<file path="src/rtl/gs_pipeline_ctrl_if.sv">
// Handshake bundle between the grayscale pass sequencer and its surroundings
// (top-level controller, RWM_1 source, Grayscaler, RWM_2 sink).
interface gs_pipeline_ctrl_if #(
  parameter int AW = 8
);
  logic          start;
  logic          busy;
  logic          done;
  logic          err;
  logic          gs_enable;
  logic          rd_en;
  logic [AW-1:0] rd_addr;
  logic          rd_valid;
  logic          pause;
  logic          gs_valid;
  logic          gs_done;
  logic          wr_en;
  logic [AW-1:0] wr_addr;

  modport master (
    input  start, rd_valid, pause, gs_valid, gs_done,
    output busy, done, err, gs_enable, rd_en, rd_addr, wr_en, wr_addr
  );

  modport slave (
    output start, rd_valid, pause, gs_valid, gs_done,
    input  busy, done, err, gs_enable, rd_en, rd_addr, wr_en, wr_addr
  );
endinterface

</file>
<file path="src/rtl/gs_pipeline_ctrl.sv">
// Sequences one grayscale frame pass: RWM_1 reads -> Grayscaler -> RWM_2 writes.
// Optional watchdog (ERR state, err output) is enabled by defining GSC_TIMEOUT_EN.
module gs_pipeline_ctrl #(
  parameter int N       = 2,
  parameter int M       = 2,
  parameter int AW      = 8,
  parameter int TIMEOUT = 64
) (
  input  logic                clk,
  input  logic                rst_n,
  gs_pipeline_ctrl_if.master  bus
);

  localparam logic [AW-1:0] RD_LAST = AW'(3 * N * M - 1);
  localparam logic [AW-1:0] PIX     = AW'(N * M);

  if ((3 * N * M > 2 ** AW) || (TIMEOUT < 1)) begin : g_bad_cfg
    $error("gs_pipeline_ctrl: illegal N/M/AW/TIMEOUT combination");
  end

  typedef enum logic [2:0] {
    S_IDLE,
    S_FETCH,
    S_STALL,
    S_DRAIN,
    S_DONE,
    S_ERR
  } state_t;

  state_t        state;
  logic          gs_seen;
  logic          rd_acc;
  logic          rd_last;
  logic          wr_issue;
  logic          frame_done;
  logic [AW-1:0] wr_cnt;

`ifdef GSC_TIMEOUT_EN
  localparam int WD_W = $clog2(TIMEOUT + 1);
  logic            err_q;
  logic [WD_W-1:0] wd_cnt;
  assign bus.err = err_q;
`else
  assign bus.err = 1'b0;
`endif

  // wr_cnt counts the write in flight, so the cap and the completion test
  // see a write the cycle it is strobed (gives last write -> done = 1 cycle).
  always_comb begin
    rd_acc     = (state == S_FETCH) && bus.rd_valid;
    rd_last    = rd_acc && (bus.rd_addr == RD_LAST);
    wr_cnt     = bus.wr_addr + AW'(bus.wr_en);
    wr_issue   = bus.busy && bus.gs_valid && (wr_cnt < PIX);
    frame_done = (gs_seen || bus.gs_done) && (wr_cnt == PIX);
  end

  always_ff @(posedge clk or negedge rst_n) begin
    if (!rst_n) begin
      state         <= S_IDLE;
      bus.busy      <= 1'b0;
      bus.done      <= 1'b0;
      bus.gs_enable <= 1'b0;
      bus.rd_en     <= 1'b0;
      bus.rd_addr   <= '0;
      bus.wr_en     <= 1'b0;
      bus.wr_addr   <= '0;
      gs_seen       <= 1'b0;
`ifdef GSC_TIMEOUT_EN
      err_q         <= 1'b0;
      wd_cnt        <= '0;
`endif
    end else begin
      bus.done  <= 1'b0;
      bus.wr_en <= wr_issue;
      if (bus.wr_en) bus.wr_addr <= bus.wr_addr + AW'(1);
      if (rd_acc)    bus.rd_addr <= bus.rd_addr + AW'(1);
      if (bus.busy && bus.gs_done) gs_seen <= 1'b1;

      unique case (state)
        S_IDLE: begin
          if (bus.start) begin
            state         <= S_FETCH;
            bus.busy      <= 1'b1;
            bus.gs_enable <= 1'b1;
            bus.rd_en     <= 1'b1;
            bus.rd_addr   <= '0;
            bus.wr_en     <= 1'b0;
            bus.wr_addr   <= '0;
            gs_seen       <= 1'b0;
`ifdef GSC_TIMEOUT_EN
            err_q         <= 1'b0;
            wd_cnt        <= '0;
`endif
          end
        end
        S_FETCH: begin
          // last-byte accept wins over a coincident pause
          if (rd_last) begin
            state     <= S_DRAIN;
            bus.rd_en <= 1'b0;
          end else if (bus.pause) begin
            state     <= S_STALL;
            bus.rd_en <= 1'b0;
          end
        end
        S_STALL: begin
          state     <= S_FETCH;
          bus.rd_en <= 1'b1;
        end
        S_DRAIN: begin
          if (frame_done) begin
            state         <= S_DONE;
            bus.done      <= 1'b1;
            bus.busy      <= 1'b0;
            bus.gs_enable <= 1'b0;
          end
        end
        S_DONE:  state <= S_IDLE;
        S_ERR:   state <= S_IDLE;
        default: state <= S_IDLE;
      endcase

`ifdef GSC_TIMEOUT_EN
      // Watchdog: a completing frame is never turned into an error.
      if (bus.busy) begin
        if (bus.rd_valid || bus.gs_valid || bus.gs_done) begin
          wd_cnt <= '0;
        end else if (wd_cnt == WD_W'(TIMEOUT - 1) && !(state == S_DRAIN && frame_done)) begin
          state         <= S_ERR;
          err_q         <= 1'b1;
          bus.busy      <= 1'b0;
          bus.gs_enable <= 1'b0;
          bus.rd_en     <= 1'b0;
          bus.wr_en     <= 1'b0;
        end else begin
          wd_cnt <= wd_cnt + WD_W'(1);
        end
      end
`endif
    end
  end

endmodule

</file>
<file path="src/flat_wrapper.sv">
// flat-port wrapper written by rule: the top's interface ports become plain ports
module gs_pipeline_ctrl_flat 
#(
  parameter int N       = 2,
  parameter int M       = 2,
  parameter int AW      = 8,
  parameter int TIMEOUT = 64
)
  (clk, rst_n, bus_start, bus_rd_valid, bus_pause, bus_gs_valid, bus_gs_done, bus_busy, bus_done, bus_err, bus_gs_enable, bus_rd_en, bus_rd_addr, bus_wr_en, bus_wr_addr);
  gs_pipeline_ctrl_if #(.AW(AW)) bus_i ();
  input  logic clk;
  input  logic rst_n;
  input wire logic [$bits(bus_i.start)-1:0] bus_start;
  input wire logic [$bits(bus_i.rd_valid)-1:0] bus_rd_valid;
  input wire logic [$bits(bus_i.pause)-1:0] bus_pause;
  input wire logic [$bits(bus_i.gs_valid)-1:0] bus_gs_valid;
  input wire logic [$bits(bus_i.gs_done)-1:0] bus_gs_done;
  output wire logic [$bits(bus_i.busy)-1:0] bus_busy;
  output wire logic [$bits(bus_i.done)-1:0] bus_done;
  output wire logic [$bits(bus_i.err)-1:0] bus_err;
  output wire logic [$bits(bus_i.gs_enable)-1:0] bus_gs_enable;
  output wire logic [$bits(bus_i.rd_en)-1:0] bus_rd_en;
  output wire logic [$bits(bus_i.rd_addr)-1:0] bus_rd_addr;
  output wire logic [$bits(bus_i.wr_en)-1:0] bus_wr_en;
  output wire logic [$bits(bus_i.wr_addr)-1:0] bus_wr_addr;
  assign bus_i.start = bus_start;
  assign bus_i.rd_valid = bus_rd_valid;
  assign bus_i.pause = bus_pause;
  assign bus_i.gs_valid = bus_gs_valid;
  assign bus_i.gs_done = bus_gs_done;
  assign bus_busy = bus_i.busy;
  assign bus_done = bus_i.done;
  assign bus_err = bus_i.err;
  assign bus_gs_enable = bus_i.gs_enable;
  assign bus_rd_en = bus_i.rd_en;
  assign bus_rd_addr = bus_i.rd_addr;
  assign bus_wr_en = bus_i.wr_en;
  assign bus_wr_addr = bus_i.wr_addr;
  gs_pipeline_ctrl #(.N(N), .M(M), .AW(AW), .TIMEOUT(TIMEOUT)) u_core (.clk(clk), .rst_n(rst_n), .bus(bus_i));
endmodule
</file>
<file path="config.mk">
export PLATFORM = sky130hd
export DESIGN_NAME = gs_pipeline_ctrl_flat
export DESIGN_NICKNAME = d
export VERILOG_FILES = /design/src/rtl/gs_pipeline_ctrl_if.sv /design/src/rtl/gs_pipeline_ctrl.sv /design/src/flat_wrapper.sv
export SDC_FILE = /design/constraint.sdc
export NUM_CORES = 1
export LEC_CHECK = 0
export ABC_AREA = 1
export CAP_MARGIN = 20
export CORE_AREA = 2 2 66 68
export DETAILED_ROUTE_END_ITERATION = 10
export DIE_AREA = 0 0 68 70
export GPL_TIMING_DRIVEN = 0
export PLACE_DENSITY = 0.64
export SYNTH_ARGS = -nofsm -noshare
export SYNTH_HDL_FRONTEND = slang
export SYNTH_SLANG_ARGS = --single-unit
</file>
<file path="constraint.sdc">
create_clock -name clk -period 1.7 [get_ports clk]
set_input_delay 0.17 -clock clk [delete_from_list [all_inputs] [get_ports clk]]
set_output_delay 0.17 -clock clk [all_outputs]
set_load 0.02 [all_outputs]
</file>
After elaboration in Yosys (flattened, before gate mapping)
Index checks and enable logic that the tools add are counted.
Widths: inputs -> output; s select.
{"block": "totals", "latch_bits": 0, "ram_bits": 0, "regBits": 24, "input_bits": 7, "mem_count": 0, "wordCells": 57, "out_inout_bits": 22, "rom_bits": 0}
{"block": "classes", "order_cmp": 1, "bitwise": 0, "n_eq_ne": 8, "reduce_logical": 13, "shift": 0, "muxes": 24, "div": 0, "multipliers": 0, "addsub": 3}
{"cell": "$mux 8", "n": 6}
{"cell": "$add 8x1->8 const B", "n": 2}
{"cell": "$mux 3", "n": 4}
{"cell": "$pmux 3 s4", "n": 1}
{"cell": "$mux 1", "n": 11}
{"cell": "$reduce_and 3->1", "n": 3}
{"cell": "$add 8x1->8", "n": 1}
{"cell": "$eq 8x3->1 const B", "n": 1}
{"cell": "$eq 8x4->1 const B", "n": 1}
{"cell": "$lt 8x3->1 const B", "n": 1}
{"cell": "$eq 3x2->1 const B", "n": 2}
{"cell": "$logic_and 1x1->1", "n": 6}
{"cell": "$eq 3x1->1 const B", "n": 1}
{"cell": "$logic_not 3->1", "n": 1}
{"cell": "$ne 3x2->1 const B", "n": 1}
{"cell": "$pmux 1 s3", "n": 1}
{"cell": "$reduce_bool 3->1", "n": 1}
{"cell": "$ne 2x1->1 const B", "n": 1}
{"cell": "$ne 2x2->1 const B", "n": 1}
{"cell": "$pmux 1 s2", "n": 1}
{"cell": "$reduce_bool 2->1", "n": 1}
{"cell": "$logic_or 1x1->1", "n": 1}

Logic depth before layout (Yosys ltp)
{"block": "depth", "word_depth": 5, "ltp_mapped": 12, "mapped_depth_nobuf": 12}

Least setup slack after synthesis
OpenSTA, ideal clock, no wires.
{"block": "synth_path", "path_kind": "reg2reg", "start": "register u_core.bus.wr_en", "end": "register u_core.state[0]", "arrival_time_ns": 1.639, "required_ns": 1.584, "path_buffers": 0, "setup_ns": 0.116, "setup_slack_ns": -0.055, "stages_incl_launch_ff": 13, "period_less_slack_ns": 1.755, "cell_sequence": "dfrtp_1 > ha_1 > ha_1 > inv_1 > nand2_1 > nor2_1 > nand2_1 > nor2_1 > nand3_2 > nand2_2 > nand2_2 > nand2_1 > nand2_1"}
{"block": "synth_via", "elab_chain_cells": 5}
{"item": "start: declaration", "line_no": "gs_pipeline_ctrl_if.sv:22", "rtl": "output busy, done, err, gs_enable, rd_en, rd_addr, wr_en, wr_addr"}
{"item": "start signal: assignment", "line_no": "gs_pipeline_ctrl.sv:74", "rtl": "bus.wr_en <= wr_issue;"}
{"item": "$add 8x1->8", "line_no": "gs_pipeline_ctrl.sv:52", "rtl": "wr_cnt = bus.wr_addr + AW'(bus.wr_en);"}
{"item": "$eq 8x3->1", "line_no": "gs_pipeline_ctrl.sv:54", "rtl": "frame_done = (gs_seen || bus.gs_done) && (wr_cnt == PIX);"}
{"item": "$logic_and 1x1->1", "line_no": "gs_pipeline_ctrl.sv:54"}
{"item": "$ne 2x1->1 (no source line)"}
{"item": "$reduce_and 3->1 (no source line)"}
{"item": "end signal: assignment", "line_no": "gs_pipeline_ctrl.sv:59", "rtl": "state <= S_IDLE;"}
{"item": "end signal: assignment", "line_no": "gs_pipeline_ctrl.sv:82", "rtl": "state <= S_FETCH;"}
{"item": "end signal: assignment", "line_no": "gs_pipeline_ctrl.sv:99", "rtl": "state <= S_DRAIN;"}
{"item": "end: declaration", "line_no": "gs_pipeline_ctrl.sv:30", "rtl": "state_t state;"}
No other way between the ends.
A chain may end at the register's enable or synchronous reset.

Final worst setup path
Same ends and word-level chain as after synthesis.

==> flow_metrics.tcl <==
set metrics [dict create \
    status "finished clean" \
    synth_area_sq_mm 0.00146 \
    synth-async-reset-ratio 1.00 \
    synth-seq-cells 24 \
    synth_edf_count 0 \
    routed.top_layer "met4" \
    max_clock_freq_ghz 0.625 \
    multi_input_area_sq_um 728 \
    critPathMaxFanout 3 \
    mostFrequentLayoutCells "34 x nand2_1, 26 x clkdlybuf4s50_1, 22 x inv_1, 21 x dfrtp_1, 20 x nor2_1" \
    wl_met2_mm 1.39 \
    overflow 0 \
    clock_tree.buffer_depth 2 \
    drive_gt1_frac 0.213 \
    io_pins 29 \
    maxCapViolations 0 \
    fp.dieW_um 68 \
    cp-startpoint "u_core.bus.wr_en" \
    cts_buffers 3 \
    gp_congestion 0.797 \
    cp-endpoint "u_core.state[0]" \
    drv_slew 0 \
    wire_per_inst_um 10.8 \
    initial_utilization 0.353 \
    hold_class "input port to async pin" \
    grt_pass1_vias 1156 \
    via_per_inst 4.51 \
    finalCritPeriodShare 0.941 \
    ant_nets 0 \
    setup_tns_ps 0 \
    critPathMaxStageDelay_ps 440 \
    num_rows 24 \
    reg2reg_setup_slack_ps 100 \
    syn_nets 196 \
    drtIter0Drc 29 \
    clk_transition_reported_paths_ps 90 \
    yosys.cell_types.count 33 \
    synthCells 185 \
    maxSlewHeadroom 0.591 \
    final_cells 273 \
    cellPowerDensity_mw_per_mm2 1500 \
    dr_wl_met3_um 137 \
    ys.flop_type "dfrtp_1" \
    setup_viol_count_final 0 \
    ys_seq_area_frac 0.411 \
    drcViolationCount 0 \
    min_period_ps 1600 \
    ys.warnings.count 0 \
    diodes 0 \
    clock-sinks 24 \
    cp-start-kind "register" \
    core_sq_mm 0.00414 \
    place_inst 265 \
    via_count 1232 \
    tightestPinTransition_ps 612 \
    gr-usage-all-layers 0.136 \
    rsz0062_at_grt "yes" \
    htree_levels 1 \
    worstSetupEndpointType "register" \
    fillCellCount 416 \
    leakage_uw 0.000888 \
    hold_viol 0 \
    antenna_found_initial 0 \
    place_ws_ps -39.3 \
    area_growth_pct 33.4 \
    ir_worst_vdd_mv 0.866 \
    clk_latency_ps 280 \
    die_area_sq_mm 0.00476 \
    fin_ws_ps 99.9 \
    die-height_um 70 \
    hpwl_mm 2.17 \
    detail_route.first_pass.iterations 4 \
    cp_slowest_cell "dfrtp_2" \
    grt_max_degree 15 \
    cts_tree "yes" \
    cp_cell_sequence "ha_4 > ha_4 > inv_2 > nand2_2 > nor2_1 > nand2_1 > nor2_2 > nand3_2 > nand2_2 > nand2_2 > nand2_1 > nand2_1" \
    r2r-start "u_core.bus.wr_en" \
    reg2regPathDepth 12 \
    timing.rr.end "u_core.state[0]" \
    drt-met1-wl_mm 1.38 \
    wl_mm 2.94 \
    cp.arrival_ps 1770 \
    nets 233 \
    port_buffers 27 \
    fin_skew_ps 6.05 \
    grt_pass1_wl_mm 5.04 \
    syn_avg_cell_area_sq_um 7.90 \
    required_ps 1870 \
    layout_commonest_cell "nand2_1" \
    seqCellArea_sq_um 604 \
    ctsRootBufferMaster "clkbuf_8" \
    path_class "register to register" \
]
stage by stage:
stage	hold slack (ps)	total power [uW]	util	instance area [sq um]
after global placement	493	2290	0.435	1800
after detailed placement	494	2300	0.438	1820
after CTS	292	2890	0.462	1910
final	268	2920	0.470	1950
after global routing	316	3160	0.470	1950
after floorplan	-126	1850	-	1470
layer usage:
layer	vias up	track usage
met5	-	0
met4	0	0.0333
met3	4	0.0322
met2	23	0.228
met1	550	0.174
li1	655	-
power breakdown:
part | leakage, uW | total (uW) | internal, uW | switching, uW
clock network | 0.0000357 | 515 | 315 | 199
registers | 0.000306 | 926 | 744 | 181
logic | 0.000547 | 1480 | 665 | 818
total | 0.000888 | 2920 | 1720 | 1200
worst max-delay path, delay by kind of cell, from the launching register on:
| kind | cells | cell delay, ps |
|---|---|---|
| buffers and inverters | 1 | 40 |
| flip-flops | 1 | 440 |
| adder cells (fa/ha/maj) | 2 | 390 |
| AND/OR/NAND/NOR | 9 | 630 |
logic make-up (layout without fill, tap and decap cells):
| logic type | count (synthesis) | after routing | synth area share |
|---|---|---|---|
| buffers and inverters | 35 | 71 | 0.111 |
| DFF | 24 | 24 | 0.411 |
| AOI/OAI and AO/OA | 25 | 25 | 0.0899 |
| xor gates and xnor gates | 6 | 6 | 0.0411 |
| adders and majority gates | 4 | 4 | 0.0342 |
| and+or+nand+nor | 90 | 90 | 0.310 |
| other | 1 | 1 | 0.00257 |
synthesized netlist by cell type, types with 2 or more instances:
cell type / count / area, sq um
o21ai_0: 4 / 20.0
nand3_2: 2 / 20.0
nor2_4: 3 / 33.8
nand4_1: 4 / 25.0
or2_2: 2 / 12.5
a21oi_1: 10 / 50.1
nor2_1: 21 / 78.8
inv_1: 23 / 86.3
nand2_2: 7 / 43.8
inv_2: 5 / 18.8
buf_6: 2 / 22.5
o21ai_1: 8 / 40.0
nor3_1: 2 / 10.0
ha_1: 4 / 50.1
nand3_1: 8 / 40.0
buf_4: 3 / 22.5
nand2_1: 35 / 131
xor2_1: 4 / 35.0
dfrtp_1: 24 / 601
how the worst min path moves through the flow:
| stage | end | startpoint | depth (start not counted) | slack, ps |
|---|---|---|---|---|
| finish | u_core.bus.wr_addr[3] | rst_n | 1 | 270 |
| detailed placement | u_core.state[0] | u_core.state[0] | 2 | 490 |
| global route | u_core.bus.wr_addr[3] | rst_n | 1 | 320 |
| floorplan | u_core.bus.busy | rst_n | 0 | -130 |
| global placement | u_core.state[0] | u_core.state[0] | 2 | 490 |
| CTS | u_core.bus.wr_addr[3] | rst_n | 1 | 290 |
what timing repair did:
action / 4_1_cts / 5_1_grt
endpoints found under the hold margin: 0 / 0
gates resized for setup: 1 / 6
hold buffers: 0 / 0
pin swaps: 2 / 6
endpoints found under the setup margin: 4 / 4
setup buffers: 2 / 2
area by class of cell:
| class | instances | share of cell area |
|---|---|---|
| Buffer | 5 | 0.0231 |
| Clock buffer | 3 | 0.0212 |
| Clock inverter | 1 | 0.0154 |
| Inverter | 30 | 0.0603 |
| Multi-Input combinational cell | 126 | 0.374 |
| Sequential cell | 24 | 0.310 |
| Tap cell | 52 | 0.0334 |
| Timing Repair Buffer | 32 | 0.163 |
flip-flops by register name, summed over array words and instances, names as in the netlist:
register            cells
u_core.bus.wr_en        1
u_core.gs_seen          1
u_core.bus.rd_en        1
u_core.state            3
u_core.bus.busy         1
u_core.bus.rd_addr      8
u_core.bus.done         1
u_core.bus.wr_addr      8
(Power assumes the default switching activity.)
